[src/rtl/fb_flip_pkg.sv]
// Purpose: shared register map, STATUS bit positions and types for the framebuffer flip controller.
// Latency: n/a (declarations only).
// Backpressure: n/a.
package fb_flip_pkg;

  // Register word offsets
  localparam logic [3:0] ADDR_CTRL      = 4'h0;
  localparam logic [3:0] ADDR_STATUS    = 4'h1;
  localparam logic [3:0] ADDR_FLIP      = 4'h2;
  localparam logic [3:0] ADDR_FRAME_CNT = 4'h3;
  localparam logic [3:0] ADDR_DROP_CNT  = 4'h4;
  localparam logic [3:0] ADDR_BASE0     = 4'h8;

  // CTRL bit positions
  localparam int CTRL_EN     = 0;
  localparam int CTRL_IRQ_EN = 1;

  // STATUS bit positions
  localparam int ST_PENDING  = 0;
  localparam int ST_DISP_LSB = 2;
  localparam int ST_PEND_LSB = 4;
  localparam int ST_IRQ_FLAG = 8;
  localparam int ST_IDX_ERR  = 9;

  typedef logic [1:0] idx_t;

  typedef enum logic {
    IDLE = 1'b0,
    PEND = 1'b1
  } fsm_t;

endpackage

[src/rtl/vsync_edge.sv]
// Purpose: 2-FF synchronizer for the asynchronous active-low vsync plus a falling-edge detector.
// Latency: edge_pulse is high in the cycle after the 2nd clk edge that samples vsync low.
// Backpressure: none; the pulse is one cycle wide and cannot be stalled.
// Ports: clk/reset (sync, active-high), vsync (async input), fall_pulse (one-cycle pulse out).
module vsync_edge (
  input  logic clk,
  input  logic reset,
  input  logic vsync,
  output logic fall_pulse
);

  logic sync1;
  logic sync2;
  logic prev;

  // Reset to the idle-high level so coming out of reset never fakes a falling edge
  // while vsync is idle.
  always_ff @(posedge clk) begin
    if (reset) begin
      sync1 <= 1'b1;
      sync2 <= 1'b1;
      prev  <= 1'b1;
    end else begin
      sync1 <= vsync;
      sync2 <= sync1;
      prev  <= sync2;
    end
  end

  assign fall_pulse = prev & ~sync2;

endmodule

[src/rtl/fb_flip_ctrl.sv]
// Purpose: vsync-locked framebuffer flip controller with Avalon-MM register slave, frame/drop counters and irq.
// Latency: reads return 1 cycle after avs_read; fb_base/irq update on the 3rd clk edge after vsync is sampled low.
// Backpressure: none; no waitrequest, every access completes in one cycle.
// Ports: clk/reset; avs_* Avalon-MM slave; vsync (async, active-low); fb_base to pixel reader; irq level output.
module fb_flip_ctrl
  import fb_flip_pkg::*;
#(
  parameter int NUM_BUFS = 3,
  parameter int ADDR_W   = 32
) (
  input  logic              clk,
  input  logic              reset,
  input  logic [3:0]        avs_address,
  input  logic              avs_read,
  input  logic              avs_write,
  input  logic [31:0]       avs_writedata,
  output logic [31:0]       avs_readdata,
  input  logic              vsync,
  output logic [ADDR_W-1:0] fb_base,
  output logic              irq
);

  logic              edge_pulse;
  logic              ctrl_en;
  logic              ctrl_irq_en;
  fsm_t              state_q;
  fsm_t              state_n;
  idx_t              pend_idx_q;
  idx_t              pend_idx_n;
  idx_t              disp_idx_q;
  idx_t              disp_idx_n;
  logic              drop_inc;
  logic              irq_flag_q;
  logic              idx_err_q;
  logic [31:0]       frame_cnt_q;
  logic [15:0]       drop_cnt_q;
  logic [ADDR_W-1:0] base_q [4];
  logic [ADDR_W-1:0] fb_base_q;
  logic [31:0]       rd_mux;
  logic [31:0]       readdata_q;

  vsync_edge u_vsync_edge (
    .clk        (clk),
    .reset      (reset),
    .vsync      (vsync),
    .fall_pulse (edge_pulse)
  );

  // Write decode
  idx_t              wr_idx;
  logic              idx_legal;
  logic              wr_flip;
  logic              flip_ok;
  logic              flip_bad;
  logic              wr_ctrl;
  logic              wr_status;
  logic              base_sel;
  logic              frame_tick;
  logic              commit;
  logic [ADDR_W-1:0] base_wr;

  assign wr_idx     = avs_writedata[1:0];
  assign idx_legal  = int'(wr_idx) < NUM_BUFS;
  assign wr_flip    = avs_write && (avs_address == ADDR_FLIP);
  assign flip_ok    = wr_flip && idx_legal;
  assign flip_bad   = wr_flip && !idx_legal;
  assign wr_ctrl    = avs_write && (avs_address == ADDR_CTRL);
  assign wr_status  = avs_write && (avs_address == ADDR_STATUS);
  assign base_sel   = (avs_address[3:2] == ADDR_BASE0[3:2]) && (int'(avs_address[1:0]) < NUM_BUFS);
  assign base_wr    = ADDR_W'(avs_writedata) & ~ADDR_W'(3);
  assign frame_tick = edge_pulse && ctrl_en;
  // A commit always sees the pre-write FSM state; a FLIP write in the same
  // cycle is applied on top of the post-commit state.
  assign commit     = frame_tick && (state_q == PEND);

  // Flip request FSM: next state, pending/displayed index, drop event
  always_comb begin
    state_n    = state_q;
    pend_idx_n = pend_idx_q;
    disp_idx_n = disp_idx_q;
    drop_inc   = 1'b0;
    case (state_q)
      IDLE: begin
        if (flip_ok) begin
          state_n    = PEND;
          pend_idx_n = wr_idx;
        end
      end
      PEND: begin
        if (commit) begin
          disp_idx_n = pend_idx_q;
          if (flip_ok) begin
            // Committed request was not superseded; the new one starts fresh.
            pend_idx_n = wr_idx;
          end else begin
            state_n    = IDLE;
            pend_idx_n = '0;
          end
        end else if (flip_ok) begin
          pend_idx_n = wr_idx;
          drop_inc   = 1'b1;
        end
      end
      default: state_n = IDLE;
    endcase
  end

  always_ff @(posedge clk) begin
    if (reset) begin
      state_q     <= IDLE;
      pend_idx_q  <= '0;
      disp_idx_q  <= '0;
      ctrl_en     <= 1'b0;
      ctrl_irq_en <= 1'b0;
      irq_flag_q  <= 1'b0;
      idx_err_q   <= 1'b0;
      frame_cnt_q <= '0;
      drop_cnt_q  <= '0;
      fb_base_q   <= '0;
      readdata_q  <= '0;
      for (int i = 0; i < 4; i++) base_q[i] <= '0;
    end else begin
      state_q    <= state_n;
      pend_idx_q <= pend_idx_n;
      disp_idx_q <= disp_idx_n;

      if (wr_ctrl) begin
        ctrl_en     <= avs_writedata[CTRL_EN];
        ctrl_irq_en <= avs_writedata[CTRL_IRQ_EN];
      end

      // Set beats W1C when both land in the same cycle.
      if (commit)
        irq_flag_q <= 1'b1;
      else if (wr_status && avs_writedata[ST_IRQ_FLAG])
        irq_flag_q <= 1'b0;

      if (flip_bad)
        idx_err_q <= 1'b1;
      else if (wr_status && avs_writedata[ST_IDX_ERR])
        idx_err_q <= 1'b0;

      // fb_base is refreshed on every enabled frame edge, so BASE writes only
      // ever reach the reader at a frame boundary.
      if (frame_tick) begin
        frame_cnt_q <= frame_cnt_q + 32'd1;
        fb_base_q   <= base_q[disp_idx_n];
      end

      if (drop_inc && (drop_cnt_q != 16'hFFFF))
        drop_cnt_q <= drop_cnt_q + 16'd1;

      if (avs_write && base_sel)
        base_q[avs_address[1:0]] <= base_wr;

      if (avs_read)
        readdata_q <= rd_mux;
    end
  end

  // Read mux
  always_comb begin
    rd_mux = '0;
    case (avs_address)
      ADDR_CTRL: begin
        rd_mux[CTRL_EN]     = ctrl_en;
        rd_mux[CTRL_IRQ_EN] = ctrl_irq_en;
      end
      ADDR_STATUS: begin
        rd_mux[ST_PENDING]          = (state_q == PEND);
        rd_mux[ST_DISP_LSB +: 2]    = disp_idx_q;
        rd_mux[ST_PEND_LSB +: 2]    = pend_idx_q;
        rd_mux[ST_IRQ_FLAG]         = irq_flag_q;
        rd_mux[ST_IDX_ERR]          = idx_err_q;
      end
      ADDR_FRAME_CNT: rd_mux = frame_cnt_q;
      ADDR_DROP_CNT:  rd_mux = {16'h0000, drop_cnt_q};
      default: begin
        if (base_sel)
          rd_mux = 32'(base_q[avs_address[1:0]]);
      end
    endcase
  end

  assign avs_readdata = readdata_q;
  assign fb_base      = fb_base_q;
  assign irq          = irq_flag_q & ctrl_irq_en;

endmodule
[config.mk]
export PLATFORM = sky130hd
export DESIGN_NAME = fb_flip_ctrl
export DESIGN_NICKNAME = d
export VERILOG_FILES = /design/src/rtl/fb_flip_pkg.sv /design/src/rtl/vsync_edge.sv /design/src/rtl/fb_flip_ctrl.sv
export SDC_FILE = /design/constraint.sdc
export NUM_CORES = 1
export LEC_CHECK = 0
export ABC_AREA = 1
export BUFFER_PORTS_ARGS = -buffer_cell sky130_fd_sc_hd__buf_4
export CORE_UTILIZATION = 35
export DETAILED_ROUTE_END_ITERATION = 16
export SLEW_MARGIN = 20
export SYNTH_ARGS = -nofsm -noshare
export SYNTH_HDL_FRONTEND = slang
export SYNTH_SLANG_ARGS = --single-unit
[constraint.sdc]
create_clock -name clk -period 6.15 [get_ports clk]
set_input_delay 1.845 -clock clk [delete_from_list [all_inputs] [get_ports clk]]
set_output_delay 1.845 -clock clk [all_outputs]
set_load 0.02 [all_outputs]
# --- After elaboration in Yosys (flattened, before gate mapping) ---
# Memories as Yosys holds them, arrays and structs flattened. A register that Yosys moved wholly into a read port is not among the register bits.
# Cells that the tools add are included.
totals:
  reg_bits: 124
  latchBits: 0
  ramBits: 120
  romBits: 0
  mem_count: 1
mem_list:
  columns: ["name", "depth", "width", "rd", "rd_clocked_by_memory_dff", "write_ports", "line_no", "rtl"]
  rows:
  - ["base_q", 4, 30, 2, 1, 4, "fb_flip_ctrl.sv:37", "logic [ADDR_W-1:0] base_q [4];"]
classes:
  n_addsub: 2
  multipliers: 0
  div: 0
  magnitude_cmp: 2
  eq_ne: 6
  shift: 0
  muxes: 30
  bitwise: 4
  reduce_logical: 18
op_table:
  columns: ["operator", "n"]
  rows:
  - ["$pmux W22 S3", 1]
  - ["$add A32 B1 Y32 const B", 1]
  - ["$mux W32", 1]
  - ["$mux W30", 1]
  - ["$reduce_or A30 Y1", 1]
  - ["$add A16 B1 Y16 const B", 1]
  - ["$ne A16 B16 Y1 const B", 1]
  - ["$pmux W4 S4", 1]
  - ["$mux W1", 14]
  - ["$logic_and A1 B1 Y1", 12]
  - ["$mux W2", 6]
  - ["$eq A4 B2 Y1 const B", 2]
  - ["$pmux W1 S4", 2]
  - ["$pmux W2 S4", 1]
  - ["$pmux W2 S3", 1]
  - ["$eq A4 B1 Y1 const B", 1]
  - ["$eq A4 B3 Y1 const B", 1]
  - ["$logic_not A4 Y1", 1]
  - ["$lt A2 B2 Y1 const B", 2]
  - ["$pmux W2 S2", 1]
  - ["$reduce_bool A2 Y1", 2]
  - ["$and A1 B1 Y1", 2]
  - ["$eq A2 B2 Y1 const B", 1]
  - ["$not A1 Y1", 2]
  - ["3 further kinds", 3]

# --- Longest topological paths before layout ---
# Gate-level depths: netlist of run 1.
logic_depth:
  depth_word: 8
  depth_mapped: 11
  mapped_depth_nobuf: 10

# --- By module ---
# From an unflattened synthesis of run 1, not the netlist that was laid out.
hier_totals:
  cells_unflattened: 1604
  hier_area_um2: 11976.5
by_module_without_submodules:
  columns: ["mod", "instances", "cells_each", "area_per_inst_um2"]
  rows:
  - ["fb_flip_ctrl", 1, 1592, 11882.6]
  - ["vsync_edge", 1, 12, 93.8]

# --- Least setup slack after synthesis of run 1 ---
# OpenSTA, ideal clock, no wires.
synth_timing:
  path_kind: "input to register"
  start: "input port avs_address[1]"
  end: "memory base_q[0][0] in the netlist's numbering (enable)"
  t_arrival_ps: 4548
  setup_slack_ps: 1143
  stages: 5
  n_path_buf: 2
  cell_sequence: "nor2_1 > buf_2 > inv_1 > buf_2 > o21ai_0"
synth_lines:
  columns: ["item", "line_no", "rtl"]
  rows:
  - ["start, declared", "fb_flip_ctrl.sv:13", "input logic [3:0] avs_address,"]
  - ["end, declared", "fb_flip_ctrl.sv:37", null]

==> results of run 1 <==
-- worst max-delay path by stage --
stage / startpoint / end / slack (ps) / cells past startpoint
global placement: avs_address[0] / base_q[2][5] / 1440 / 8
CTS: avs_address[0] / base_q[0][22] / 2090 / 7
detailed placement: avs_address[0] / base_q[0][7] / 1510 / 7
global route: avs_address[0] / base_q[0][16] / 1960 / 7
floorplan: avs_address[1] / base_q[0][0] / 1140 / 5
finish: avs_address[0] / base_q[0][9] / 2110 / 7
-- cells in the mapped netlist (24+ instances only) --
library cell  count
a21oi_1          30
nand2_1         390
clkbuf_1         35
nor2_1          267
o21ai_0          69
buf_2            31
dfxtp_1         122
o22ai_1          35
edfxtp_1        120
nand3_1         164
inv_1           256
a31oi_1          24
-- routing by layer --
| layer | vias to the layer above | wire, um | global-route usage |
|---|---|---|---|
| met2 | 336 | 16300 | 0.3194 |
| met5 | - | 13 | 0 |
| li1 | 5343 | - | - |
| met3 | 65 | 2343 | 0.03148 |
| met4 | 2 | 953 | 0.06793 |
| met1 | 4961 | 15550 | 0.2679 |
-- area by class of cell --
class	instances	area (um2)
Fill cell	3475	19690
Sequential cell	242	6046
Multi-Input combinational cell	1064	4791
Inverter	259	974.7
Timing Repair Buffer	116	883.3
Clock buffer	40	847.1
Tap cell	448	560.5
Clock inverter	9	75.07
-- cell families after synthesis --
family          count (synthesis)
buf+inv                       341
fa+ha+maj                       2
other cells                     1
flops                         242
xor+xnor                       11
compound gates                172
simple gates                  877
-- power groups by stage --
stage,Combinational (W),Clock (W),Sequential (W)
final,0.000225,0.00165,0.00177
after global routing,0.000249,0.00174,0.00177
after CTS,0.000226,0.00168,0.00177
after detailed placement,0.000226,0,0.00180
after global placement,0.000223,0,0.00180
after floorplan,0.000126,0,0.00181
-- cell usage in the layout, fill, tap and decap left out, types with 2 or more instances in the layout --
| master | Yosys | routed |
|---|---|---|
| nand2_1 | 390 | 388 |
| nor2_1 | 267 | 267 |
| inv_1 | 256 | 254 |
| nand3_1 | 164 | 164 |
| dfxtp_1 | 122 | 122 |
| edfxtp_1 | 120 | 120 |
| buf_4 | 7 | 115 |
| o21ai_0 | 69 | 66 |
| o22ai_1 | 35 | 35 |
| a21oi_1 | 30 | 30 |
| clkbuf_16 | 0 | 29 |
| a31oi_1 | 24 | 24 |
| nand4_1 | 15 | 15 |
| nand2_2 | 12 | 13 |
| nor3_1 | 13 | 13 |
| xor2_1 | 10 | 10 |
| a21oi_2 | 8 | 8 |
| clkbuf_8 | 0 | 8 |
| nor2_2 | 6 | 6 |
| clkinv_2 | 0 | 6 |
| nor2_4 | 5 | 5 |
| o21ai_2 | 0 | 3 |
| a211oi_1 | 3 | 3 |
| clkbuf_1 | 35 | 3 |
| clkinv_1 | 1 | 2 |
| nand2_4 | 1 | 2 |
| inv_2 | 1 | 2 |
| and2_1 | 2 | 2 |
| or2_2 | 2 | 2 |
| ha_1 | 2 | 2 |
| conb_1 | 1 | 2 |
| clkinvlp_4 | 0 | 2 |
-- through the flow --
step	power [W]	area (um2)
2_1_floorplan	0.001932	12170
3_3_place_gp	0.002023	13250
3_5_place_dp	0.002027	13260
4_1_cts	0.003668	14180
5_1_grt	0.003762	14180
6_report	0.003637	14180
-- sequential cells by signal, indices dropped and copies added, names as in the netlist, 2 cells and up --
signal	count
fb_base	30
base_q	120
frame_cnt_q	32
avs_readdata	32
drop_cnt_q	16
pend_idx_q	2
disp_idx_q	2
==> summary.md, run 1 <==
| Metric | Value |
|---|---|
| Post-synthesis mux area share | 0 |
| Die area | approximately 36000 um2 |
| Syn Inst Count | between 1500 and 2000 |
| R2R Setup Slk | 3040 ps |
| Yosys warns | 0 |
| Synth top area share | 0.2962 |
| Grt total ovfl | 0 |
| Setup TNS | 0 ps |
| Syn avg cell area | between 7 and 8 um2 |
| Critical Path Most Common Cell | nand3_1 |
| Detailed Place HPWL | between 20000 and 25000 um |
| Cts repair resizes | 0 |
| Crit-path slowest cell | o21ai_2 |
| Final setup vio count | 0 |
| N_diodes | 0 |
| Post-CTS Setup Bufs | 0 |
| Total Nets Final | between 1500 and 2000 |
| Final worst-path cycle share | 0.6572 |
| Worst R2R Start | ctrl_en |
| Async set-reset flop share out of synthesis | 0 |
| Die height | 188.4 um |
| CTS tree | done |
| Unrepaired setup endpoints after global routing | no |
| Netlist cell types | 36 |
| Hold EP | u_vsync_edge.sync2 |
| Setup ws final | between 2000 and 2500 ps |
| Switching part of the total | 0.2286 |
| Worst path buffer plus inverter count | 3 |
| Max-Cap Viols | 0 |
| Leakage | ~6 nW |
| Clk buf depth | 3 |
| Root Buffer | clkbuf_16 |
| Crit-path leading delay family | buffers and inverters |
| Synth area leaders | edfxtp_1 30%, dfxtp_1 20%, nand2_1 12%, nor2_1 8.2%, inv_1 7.9% |
| Largest net degree at the start of global routing | 70 |
| Mapped cell area | about 12000 um2 |
| Clk_lat worst skew | 540 ps |
| Max-slew headroom | 0.2284 |
| Detail Route Antenna Nets | 0 |
| Die Wd | 188.4 um |
| Fmax | 0.2474 GHz |
| Hold Crit Start | u_vsync_edge.sync1 |
| Final Skew | about 8 ps |
| Row count | 67 |
| Drt initial violations | slightly above 900 |
| Non-filler cells in the finished layout | between 2000 and 2500 |
| HP Class | reg -> reg |
| CP Data Required Time | around 6400 ps |
| Worst-Margin Slew | 1153 ps |
| Floorplan core area | around 34000 um2 |
| I/O pin count | ~110 |
| Starting density of the core | 0.3592 |
| Critical path class | in -> reg |
| Number of flops mapped to enable cells by yosys | between 100 and 150 |
| Share of layout cells above drive strength 1 | 0.1185 |
| Layout Utilization | 0.4186 |
| Post-layout minimum cycle time | around 4000 ps |
| Hold buffer count at CTS | 0 |
| H-tree levels | 1 |
| XOR/XNOR Fraction of Synth Area | 0.007919 |
| Clk pwr share | 0.453 |
| Pwr Density | between 200 and 300 nW/um2 |
| Wire per inst | around 16 um |
| Via count | between 10000 and 15000 |
| DRT Pass-1 Iters | 6 |
| Cell internal pwr | roughly 0.0028 W |
| Remaining DRCs | 0 |
| Worst Path Max Fanout | 20 |
| Combinational share of power | 0.062 |
| Vias/cell | just under 5 |
| Hold slack | roughly 400 ps |
| Max VDD drop | around 170 uV |
| Worst Setup Slack post-DPL | approximately 1500 ps |
| Synthesized flop and latch total | roughly 240 |
| Hold Path Stages | 1 |
| Critical path, cell by cell | buf_4 > nand2_1 > nand3_1 > inv_1 > nand3_1 > o21ai_2 > buf_12 |
| Hold Violations, Final | 0 |
| Max Slew Vio Count | 0 |
| CP endpoint kind | register |
| Port Buffer Count | 103 |
| Area growth from synthesis to layout | 16.53% |
| Routed wire length | ~35000 um |
| DP Cell Count | around 2100 |
| Post-synthesis adder-cell area fraction | 0.002057 |
| Startpoint types | primary input |
| Tot GR Track Use | 0.1977 |
| Part of the power in registers | 0.486 |
| Clock transition at the registers of the reported paths | roughly 60 ps |
| RePlAce Congestion | a little under 0.9 |
| Outcome | completed |
| Complex-gate fraction of the synthesized area | 0.08042 |
| Area leader, netlist | edfxtp_1 |
| Global-route wire length before repair | 55140 um |
| P_sw | ~0.00083 W |
| Crit-path max cell delay | between 800 and 900 ps |
| Post-synthesis simple-gate area fraction | 0.3001 |
| Worst r2r path cells | 11 |
| Antenna violations before repair | 1 |
| Most used DFF post-synth | dfxtp_1 |
| Vias in the first global route | ~10000 |
| R2r endpoint | fb_base[3] |
| Largest family of logic cells by synthesized area | simple AND/OR/NAND/NOR gates |
| CP arrival | between 4000 and 5000 ps |
| Cts bufs inserted | 27 |
| Clock sink count | 242 |
| Sequential-to-total area share from yosys stat | 0.4969 |
Note: power is estimated with default switching activity, not from simulation.
==> run 2: changes to the inputs <==
clock period = 3.31 ns   (was 6.15 ns; I/O delays follow)
==> run 2 against run 1 <==
  * Global-route usage up 0.12 points
  * Setup slack worse by 1000 ps
  * Worst hold slack got worse by 0.84 ps
  * Register-to-register slack worse by 2000 ps
  * Routed wire length rose by 0.75%
  * Flip-flop and latch count did not move
  * Cell count up 1.1%
==> summary.md, run 2 (same netlist as run 1, synthesis figures left out) <==
| Metric | Value |
|---|---|
| Placed cell area | 13430 um2 (+1.3%) |
| Crit-path max cell delay | 540 ps (-300 ps) |
| Vias/cell | 4.925 (+0.18%) |
| Via count | 10840 (+1.2%) |
| Clk pwr share | 0.440 (-0.013) |
| H-tree levels | 1 (unchanged) |
| Most frequent cells in the layout | 388 x nand2_1, 267 x nor2_1, 255 x inv_1, 164 x nand3_1, 132 x buf_4 |
| Critical path class | reg -> reg |
| Cts repair resizes | 0 (unchanged) |
| Post-layout minimum cycle time | approximately 2200 ps |
| Post-CTS Setup Bufs | 0 (unchanged) |
| CP arrival | 2670 ps (-1610 ps) |
| Clk buf depth | 3 (unchanged) |
| Finished layout cell area | 14300 um2 (+0.83%) |
| Root Buffer | clkbuf_16 |
| R2R Setup Slk | 1080 ps (-1960 ps) |
| Wire per inst | 16.10 um (-0.30%) |
| CTS tree | done |
| Hold buffer count at CTS | 0 (unchanged) |
| RePlAce Congestion | 0.8588 (-2.5%) |
| Die Wd | 188.4 um (unchanged) |
| Final setup vio count | 0 (unchanged) |
| P_sw | 0.001554 W (+87%) |
| Area growth from synthesis to layout | 17.49% |
| N_diodes | 0 (unchanged) |
| Unrepaired setup endpoints after global routing | no |
| Die height | 188.4 um (unchanged) |
| I/O pin count | 106 (unchanged) |
| Largest net degree at the start of global routing | 111 (+59%) |
| Global-route wire length before repair | 55900 um (+1.4%) |
| CP endpoint kind | register |
| Worst Path Max Fanout | 31 (+55%) |
| Port Buffer Count | 103 (unchanged) |
| Worst Setup Slack post-DPL | 585.2 ps (-924.5 ps) |
| Max reg flops | 120 (unchanged) |
| Leading cell type in the layout, fill and taps excluded | nand2_1 |
| Max Slew Vio Count | 0 (unchanged) |
| Setup ws final | 1077 ps (-1031 ps) |
| Floorplan core area | 33870 um2 (unchanged) |
| Total Nets Final | 1774 (+1.2%) |
| Row count | 67 (unchanged) |
| Die area | 35510 um2 (unchanged) |
| Share of layout cells above drive strength 1 | 0.1255 (+0.007002) |
| Routed wire length | 35430 um (+0.75%) |
| Clock sink count | 242 (unchanged) |
| Detail Route Antenna Nets | 0 (unchanged) |
| Detailed Place HPWL | 24570 um (+8.4%) |
| Part of the power in registers | 0.496 (+0.010) |
| Drt initial violations | 890 (-2.7%) |
| DRT Pass-1 Iters | 7 (+1) |
| Grt total ovfl | 0 (unchanged) |
| Crit-path slowest cell | nand2_2 |
| Combinational share of power | 0.065 (+0.003) |
| Tot GR Track Use | 0.1990 (+0.001231) |
| Remaining DRCs | 0 (unchanged) |
| Max VDD drop | 419.5 uV (+140%) |
| Startpoint types | register |
| Clk_lat worst skew | 540 ps (about the same) |
| HP Class | reg -> reg |
| Vias in the first global route | 10375 (+3.4%) |
| Critical path, cell by cell | nand2_1 > nor2_4 > nand3_1 > nand2_2 > buf_4 > nand2_1 > nand3_1 > nand3_1 > nand2_1 > inv_1 |
| Max-Cap Viols | 0 (unchanged) |
| Worst-Margin Slew | 858.4 ps (-294.6 ps) |
| Starting density of the core | 0.3592 (unchanged) |
| Cell internal pwr | 0.005069 W (+81%) |
| Final Skew | 11.85 ps (+3.779 ps) |
| Pwr Density | 463.3 nW/um2 (+81%) |
| Reg with most FFs | base_q |
| Final worst-path cycle share | 0.6745 |
| CP Data Required Time | 3740 ps (-2650 ps) |
| Fmax | roughly 0.45 GHz |
| Clock transition at the registers of the reported paths | 60 ps (about the same) |
| Cts bufs inserted | 28 (+3.7%) |
| Switching part of the total | 0.2347 (+0.006044) |
| Max-slew headroom | 0.4277 (+0.1993) |
| Hold Violations, Final | 0 (unchanged) |
| Antenna violations before repair | 0 (-1) |
| Outcome | completed |
| Leakage | 6.137 nW (+1.4%) |
## run 2: worst max-delay path, delay by kind of cell, from the launching register on
kind                   cells  cell delay (ps)
DFF                        1              370
buffers and inverters      2              380
and+or+nand+nor            8             1370
## run 2: per-stage QoR
stage | hold WS, ps | util | total power (W) | setup TNS (ps) | cells
2_1_floorplan | 389.5 | - | 0.003589 | -908.6 | 1647
3_3_place_gp | 394.3 | 0.3966 | 0.003773 | 0 | 2149
3_5_place_dp | 393.7 | 0.3966 | 0.003776 | 0 | 2149
4_1_cts | 406.9 | 0.4221 | 0.006681 | 0 | 2201
5_1_grt | 426.7 | 0.4221 | 0.006855 | 0 | 2201
6_report | 406.2 | 0.4221 | 0.006623 | 0 | 2201
## run 2: path summary, 6_finish.rpt
kind | from | end | cells past startpoint
max | ctrl_en | fb_base[19] | 10
min | u_vsync_edge.sync1 | u_vsync_edge.sync2 | 1
max reg2reg | ctrl_en | fb_base[19] | 10
min reg2reg | u_vsync_edge.sync1 | u_vsync_edge.sync2 | 1
## run 2: power by group through the flow
| stage | clock network (W) | registers (W) | logic, W |
|---|---|---|---|
| after detailed placement | 0 | 0.00335 | 0.000428 |
| after global placement | 0 | 0.00335 | 0.000426 |
| after CTS | 0.00297 | 0.00328 | 0.000429 |
| after global routing | 0.00309 | 0.00329 | 0.000473 |
| final | 0.00291 | 0.00328 | 0.000427 |
| after floorplan | 0 | 0.00336 | 0.000234 |
## run 2: final cells by class
class / count / area (um2)
Fill cell: 3504 / 19570
Clock inverter: 19 / 113.9
Timing Repair Buffer: 136 / 1071
Clock buffer: 33 / 750.7
Tap cell: 448 / 560.5
Multi-Input combinational cell: 1064 / 4778
Sequential cell: 242 / 6046
Inverter: 259 / 974.7
## run 2: per-layer routing
layer,track usage,part of all wire,up-vias
li1,-,-,5383
met1,0.2611,0.44,5028
met2,0.3326,0.47,354
met3,0.03278,0.062,75
met4,0.06421,0.026,0
met5,0,0,-
